File: config.mk
export PLATFORM = sky130hd
export DESIGN_NAME = display_scan_ctrl
export DESIGN_NICKNAME = d
export VERILOG_FILES = /design/src/rtl/disp_pkg.sv /design/src/rtl/scan_tick_gen.sv /design/src/rtl/display_scan_ctrl.sv
export SDC_FILE = /design/constraint.sdc
export NUM_CORES = 1
export LEC_CHECK = 0
export ABC_AREA = 1
export BUFFER_PORTS_ARGS = -buffer_cell sky130_fd_sc_hd__buf_2
export CAP_MARGIN = 30
export CORE_MARGIN = 4
export CORE_UTILIZATION = 50
export DETAILED_ROUTE_END_ITERATION = 7
export PLACE_DENSITY = 0.76
export SKIP_LAST_GASP = 1
export SLEW_MARGIN = 10
export SYNTH_ARGS = -nofsm -noshare
export SYNTH_HDL_FRONTEND = slang
export SYNTH_HIERARCHICAL = 1
export SYNTH_SLANG_ARGS = --single-unit
File: constraint.sdc
create_clock -name clk -period 5.4 [get_ports clk]
set_clock_uncertainty 0.1 [all_clocks]
set_input_delay 1.08 -clock clk [delete_from_list [all_inputs] [get_ports clk]]
set_output_delay 1.08 -clock clk [all_outputs]
set_load 0.05 [all_outputs]
File: src/rtl/disp_pkg.sv
// Shared types and constants for the 7-segment scan controller.
package disp_pkg;

    typedef enum logic {
        GUARD = 1'b0,
        SHOW  = 1'b1
    } scan_state_e;

    localparam logic [0:6] SEG_BLANK = 7'b111_1111;
    localparam logic [3:0] BCD_MAX   = 4'd9;

    function automatic logic is_bcd(input logic [3:0] code);
        return code <= BCD_MAX;
    endfunction

endpackage

File: src/rtl/scan_tick_gen.sv
// Slot counter and GUARD/SHOW sequencer for the digit scan.
// idx_o/guard_o describe the cycle that starts at the next clock edge.
module scan_tick_gen
    import disp_pkg::*;
#(
    parameter  int NUM_DIGITS = 4,
    parameter  int TICK_DIV   = 50000,
    parameter  int GUARD_CYC  = 16,
    localparam int IW         = $clog2(NUM_DIGITS),
    localparam int CW         = $clog2(TICK_DIV)
) (
    input  logic          clk,
    input  logic          rst_n,
    output logic [IW-1:0] idx_o,
    output logic          guard_o,
    output logic          slot_end_o,
    output logic          frame_end_o
);

    scan_state_e   state_q;
    logic [CW-1:0] cnt_q;
    logic [IW-1:0] idx_q;
    logic          slot_end;
    logic          guard_end;
    logic [IW-1:0] idx_inc;

    assign slot_end  = (state_q == SHOW)  && (cnt_q == CW'(TICK_DIV - 1));
    assign guard_end = (state_q == GUARD) && (cnt_q == CW'(GUARD_CYC - 1));
    assign idx_inc   = (idx_q == IW'(NUM_DIGITS - 1)) ? '0 : idx_q + 1'b1;

    always_ff @(posedge clk or negedge rst_n) begin
        if (!rst_n) begin
            state_q <= GUARD;
            cnt_q   <= '0;
            idx_q   <= '0;
        end else begin
            case (state_q)
                GUARD: begin
                    cnt_q <= cnt_q + 1'b1;
                    if (guard_end) state_q <= SHOW;
                end
                SHOW: begin
                    if (slot_end) begin
                        state_q <= GUARD;
                        cnt_q   <= '0;
                        idx_q   <= idx_inc;
                    end else begin
                        cnt_q <= cnt_q + 1'b1;
                    end
                end
                default: state_q <= GUARD;
            endcase
        end
    end

    // Look-ahead lets the top register an_n/seg_n in step with the FSM.
    assign idx_o       = slot_end ? idx_inc : idx_q;
    assign guard_o     = slot_end || ((state_q == GUARD) && !guard_end);
    assign slot_end_o  = slot_end;
    assign frame_end_o = slot_end && (idx_q == IW'(NUM_DIGITS - 1));

endmodule

File: src/rtl/display_scan_ctrl.sv
// Multiplexed common-anode 7-segment scan controller with frame-aligned load.
// Define DISP_LZB_EN to enable leading-zero blanking.
module display_scan_ctrl
    import disp_pkg::*;
#(
    parameter  int NUM_DIGITS = 4,
    parameter  int TICK_DIV   = 50000,
    parameter  int GUARD_CYC  = 16,
    localparam int IW         = $clog2(NUM_DIGITS)
) (
    input  logic                    clk,
    input  logic                    rst_n,
    input  logic                    load_valid,
    output logic                    load_ready,
    input  logic [4*NUM_DIGITS-1:0] load_data,
    input  logic [NUM_DIGITS-1:0]   load_blank,
    output logic [3:0]              dec_bcd,
    input  logic [0:6]              dec_seg,
    output logic [0:6]              seg_n,
    output logic [NUM_DIGITS-1:0]   an_n
);

    logic [NUM_DIGITS-1:0][3:0] act_data_q, act_data_d;
    logic [NUM_DIGITS-1:0]      act_blank_q, act_blank_d;
    logic [NUM_DIGITS-1:0][3:0] pend_data_q;
    logic [NUM_DIGITS-1:0]      pend_blank_q;
    logic                       pend_full_q;
    logic [3:0]                 dec_bcd_q;
    logic [0:6]                 seg_n_q, seg_n_d;
    logic [NUM_DIGITS-1:0]      an_n_q, an_n_d;
    logic [NUM_DIGITS-1:0]      dark;

    logic [IW-1:0] idx_nxt;
    logic          guard_nxt;
    logic          slot_end;
    logic          frame_end;
    logic          commit;

    scan_tick_gen #(
        .NUM_DIGITS (NUM_DIGITS),
        .TICK_DIV   (TICK_DIV),
        .GUARD_CYC  (GUARD_CYC)
    ) u_tick (
        .clk         (clk),
        .rst_n       (rst_n),
        .idx_o       (idx_nxt),
        .guard_o     (guard_nxt),
        .slot_end_o  (slot_end),
        .frame_end_o (frame_end)
    );

    assign load_ready = !pend_full_q;
    assign commit     = frame_end && pend_full_q;

    always_comb begin
        act_data_d  = act_data_q;
        act_blank_d = act_blank_q;
        if (commit) begin
            act_data_d  = pend_data_q;
            act_blank_d = pend_blank_q;
        end
    end

`ifdef DISP_LZB_EN
    logic [NUM_DIGITS-1:0] hi_zero;

    // hi_zero[k]: digit k and every digit above it are zero.
    always_comb begin : lz_scan
        logic hz;
        hz      = 1'b1;
        hi_zero = '0;
        for (int k = NUM_DIGITS - 1; k >= 0; k--) begin
            hz         = hz && (act_data_q[k] == 4'd0);
            hi_zero[k] = hz;
        end
    end

    assign dark = act_blank_q | (hi_zero & ~NUM_DIGITS'(1));
`else
    assign dark = act_blank_q;
`endif

    // dec_bcd is already stable when SHOW is entered, so dec_seg has settled.
    always_comb begin
        an_n_d  = '1;
        seg_n_d = SEG_BLANK;
        if (!guard_nxt && !dark[idx_nxt]) begin
            an_n_d[idx_nxt] = 1'b0;
            if (is_bcd(dec_bcd_q)) seg_n_d = dec_seg;
        end
    end

    always_ff @(posedge clk or negedge rst_n) begin
        if (!rst_n) begin
            act_data_q   <= '0;
            act_blank_q  <= '1;
            pend_data_q  <= '0;
            pend_blank_q <= '0;
            pend_full_q  <= 1'b0;
            dec_bcd_q    <= 4'd0;
            an_n_q       <= '1;
            seg_n_q      <= SEG_BLANK;
        end else begin
            act_data_q  <= act_data_d;
            act_blank_q <= act_blank_d;
            if (commit) begin
                pend_full_q <= 1'b0;
            end else if (load_valid && !pend_full_q) begin
                pend_data_q  <= load_data;
                pend_blank_q <= load_blank;
                pend_full_q  <= 1'b1;
            end
            if (slot_end) dec_bcd_q <= act_data_d[idx_nxt];
            an_n_q  <= an_n_d;
            seg_n_q <= seg_n_d;
        end
    end

    assign dec_bcd = dec_bcd_q;
    assign seg_n   = seg_n_q;
    assign an_n    = an_n_q;

endmodule

==> summary.md <==
| Metric | Value |
|---|---|
| Status | `finished clean` |
| Final setup violation count | `0` |
| Mean Syn Cell Area | `8.900 sq um` |
| Worst Path Arrival | `1450 ps` |
| Pre-CTS WS | `2913 ps` |
| # fillers | `597` |
| Max Slew Vio Count | `0` |
| Max cap viols | `0` |
| Slew HR | `0.4756` |
| TNS Setup | `0 ps` |
| Final Non-Filler Cells | `546` |
| 1st-iter DRT viols | `155` |
| Final Hold Fails | `0` |
| Min cycle time layout | `2626 ps` |
| Sequential share of the synthesized area | `0.5338` |
| Area grow syn2layout | `13.25%` |
| Core Area | `6832 sq um` |
| Clock sinks | `75` |
| Aggregate global routing overflow | `0` |
| First-pass GRT wire length | `12.14 mm` |
| Num rows | `30` |
| GRT Util Overall | `0.1797` |
| CP required | `4220 ps` |
| Crit Path Class | `register to output pin` |
| Vias/cell | `4.861` |
| Post-DR wirelength/cell | `12.50 um` |
| Slew @ Worst Pin | `786.6 ps` |
| Largest net degree at the start of global routing | `42` |
| Clk_lat worst skew | `350 ps` |
| CP Capture Type | `output pin` |
| Initial Util | `0.5198` |
| Cell Chain, Critical Path | `inv_4 -> buf_2` |
| N_diodes | `0` |
| # hold bufs at CTS | `0` |
| DP Area | `3804 sq um` |
| Final wirelength | `6.825 mm` |
| Post-route ant nets | `0` |
| Total vias in the final route | `2654` |
| Clock share of power | `0.436` |
| CTS tree | `done` |
| RSZ-0062 raised after global routing | `no` |
| Die height | `92.27 um` |
| DRT Pass-1 Iters | `4` |
| Worst setup SP type | `register` |
| PortBufs | `45` |
| Root buf cell | `clkbuf_8` |
| NumNets Final | `477` |
| YS warnings | `6` |
| Maximum vdd drop | `0.0001738 V` |
| Post-route setup slack | `2774 ps` |
| Htree depth | `3` |
| Area of the multi-input gates | `1313 sq um` |
| Pint | `838.3 uW` |
| Gp weighted congestion | `0.8488` |
| Post-CTS Resized | `0` |
| Die ar. | `8514 sq um` |
| Die X | `92.27 um` |
| Vias in the first global route | `2682` |
| Post-synthesis cell type count | `27` |
| Final worst-path cycle share | `0.4864` |
| HP Class | `register to register` |
| Flip-flop and latch area | `1896 sq um` |
| Crit-path max cell delay | `770 ps` |
| Switching power | `231.7 uW` |
| CP max stage cell | `dfrtp_1` |
| Residual DRC | `0` |
| Logic pwr share | `0.034` |
| Synthesized instance count | `399` |
| Cell area after layout | `4021 sq um` |
| CP delay by family, top | `flip-flops` |
| Switching power share of the total | `0.2165` |
| CTS Buf Count | `9` |
| Worst Path Buf+Inv | `2` |
| Cells after DPL | `530` |
| Synth Net Count | `431` |
| CTS max path bufs | `2` |
| CTS clk-pin slew, worst paths | `80 ps` |
| CP Max Fanout | `18` |
| Cell Area, Synth | `3551 sq um` |
| Pwr Density | `266.1 nW/um^2` |
| HPWL after DPL | `4.890 mm` |
| Share of cells above drive strength 1 | `0.2578` |
| Antenna violations before repair | `0` |
| Post-synthesis register bit count | `75` |
| IO Pins | `46` |
| Achievable Freq | `380.8 MHz` |
| Leakage | `0.002158 uW` |
| Postcts setup bufs | `0` |
| Sequential power share | `0.530` |
[layer usage]
| layer | global-route usage | vias up | part of all wire |
|---|---|---|---|
| met3 | 0.05168 | 12 | 0.057 |
| met4 | 0.05941 | 0 | 0.013 |
| li1 | - | 1327 | - |
| met2 | 0.2932 | 73 | 0.48 |
| met5 | 0 | - | 0 |
| met1 | 0.2305 | 1242 | 0.45 |
[layout by cell type, fill, tap and decap left out, drive strengths merged]
| cell type | n |
|---|---|
| inv | 61 |
| buf | 47 |
| clkinv | 3 |
| clkinvlp | 1 |
| dfrtp | 60 |
| a21oi | 18 |
| nand4 | 3 |
| dfstp | 15 |
| o21ai | 4 |
| mux2 | 8 |
| o21a | 1 |
| ha | 2 |
| bufinv | 2 |
| nor2 | 58 |
| clkbuf | 10 |
| a21o | 1 |
| and2 | 12 |
| nand3 | 57 |
| xor2 | 7 |
| nand2 | 77 |
| xnor2 | 3 |
[registers in the layout, summed over array words and instances, names as in the netlist]
signal / flops
seg_n: 7
dec_bcd: 4
pend_full_q: 1
an_n: 4
pend_blank_q: 4
act_data_q: 16
u_tick/idx_q: 2
act_blank_q: 4
u_tick/cnt_q: 16
pend_data_q: 16
u_tick/state_q: 1
[metrics by stage]
stage	hold slack, ps	total power (uW)	util
6_report	388.0	1070	0.5886
5_1_grt	435.3	1108	0.5886
4_1_cts	393.4	1082	0.5886
3_5_place_dp	360.2	615.0	0.5568
3_3_place_gp	352.7	614.7	0.5551
2_1_floorplan	337.9	590.9	-
[final cells by class]
class | count | area share
tap | 96 | 0.02987
sequential | 75 | 0.4714
timing repair buffer | 47 | 0.06067
clock buffer | 10 | 0.03174
multi-input combinational | 251 | 0.3264
clock inverter | 6 | 0.02240
inverter | 61 | 0.05756
[cell families (layout without fill, tap and decap cells)]
logic type                 after synthesis  in the layout  synth area share
buffers and inverters                   73            124           0.09655
and+or+nand+nor                        207            207            0.2762
xor gates and xnor gates                10             10           0.02467
DFF                                     75             75            0.5338
muxes                                    8              8           0.02537
adders and majority gates                2              2          0.007046
AOI/OAI and AO/OA                       24             24           0.03629
[final timing paths]
path	startpoint	endpoint	slack (ps)	cells after the start
setup / recovery	pend_full_q	load_ready	2770	2
hold reg to reg	act_data_q[3]	act_data_q[3]	390	2
max in group asynchronous	rst_n	act_blank_q[0]	3480	2
hold / removal	act_data_q[3]	act_data_q[3]	390	2
setup reg to reg	u_tick/cnt_q[12]	dec_bcd[0]	2890	12
min in group asynchronous	rst_n	u_tick/cnt_q[13]	700	1
[synth_stat cells (all sizes together)]
| library cell | number | area share |
|---|---|---|
| a21o | 1 | 0.0021 |
| a21oi | 18 | 0.026 |
| and2 | 12 | 0.021 |
| buf | 12 | 0.031 |
| dfrtp | 60 | 0.42 |
| dfstp | 15 | 0.11 |
| ha | 2 | 0.0070 |
| inv | 61 | 0.065 |
| mux2 | 8 | 0.025 |
| nand2 | 77 | 0.093 |
| nand3 | 57 | 0.085 |
| nand4 | 3 | 0.0053 |
| nor2 | 58 | 0.073 |
| o21a | 1 | 0.0021 |
| o21ai | 4 | 0.0056 |
| xnor2 | 3 | 0.0074 |
| xor2 | 7 | 0.017 |
[worst min-delay path, delay by kind of cell, from the launching register on]
| kind | cells | cell delay, ps |
|---|---|---|
| flops | 1 | 330 |
| simple gates | 2 | 120 |
[power by group through the flow]
stage / clock network [uW] / registers (uW) / logic, uW
after detailed placement: 0 / 577 / 37.7
after CTS: 478 / 567 / 37.8
after floorplan: 0 / 588 / 2.83
after global routing: 500 / 567 / 40.9
after global placement: 0 / 577 / 37.4
final: 467 / 567 / 36.6
No activity file was read; power rests on OpenSTA's default activity.
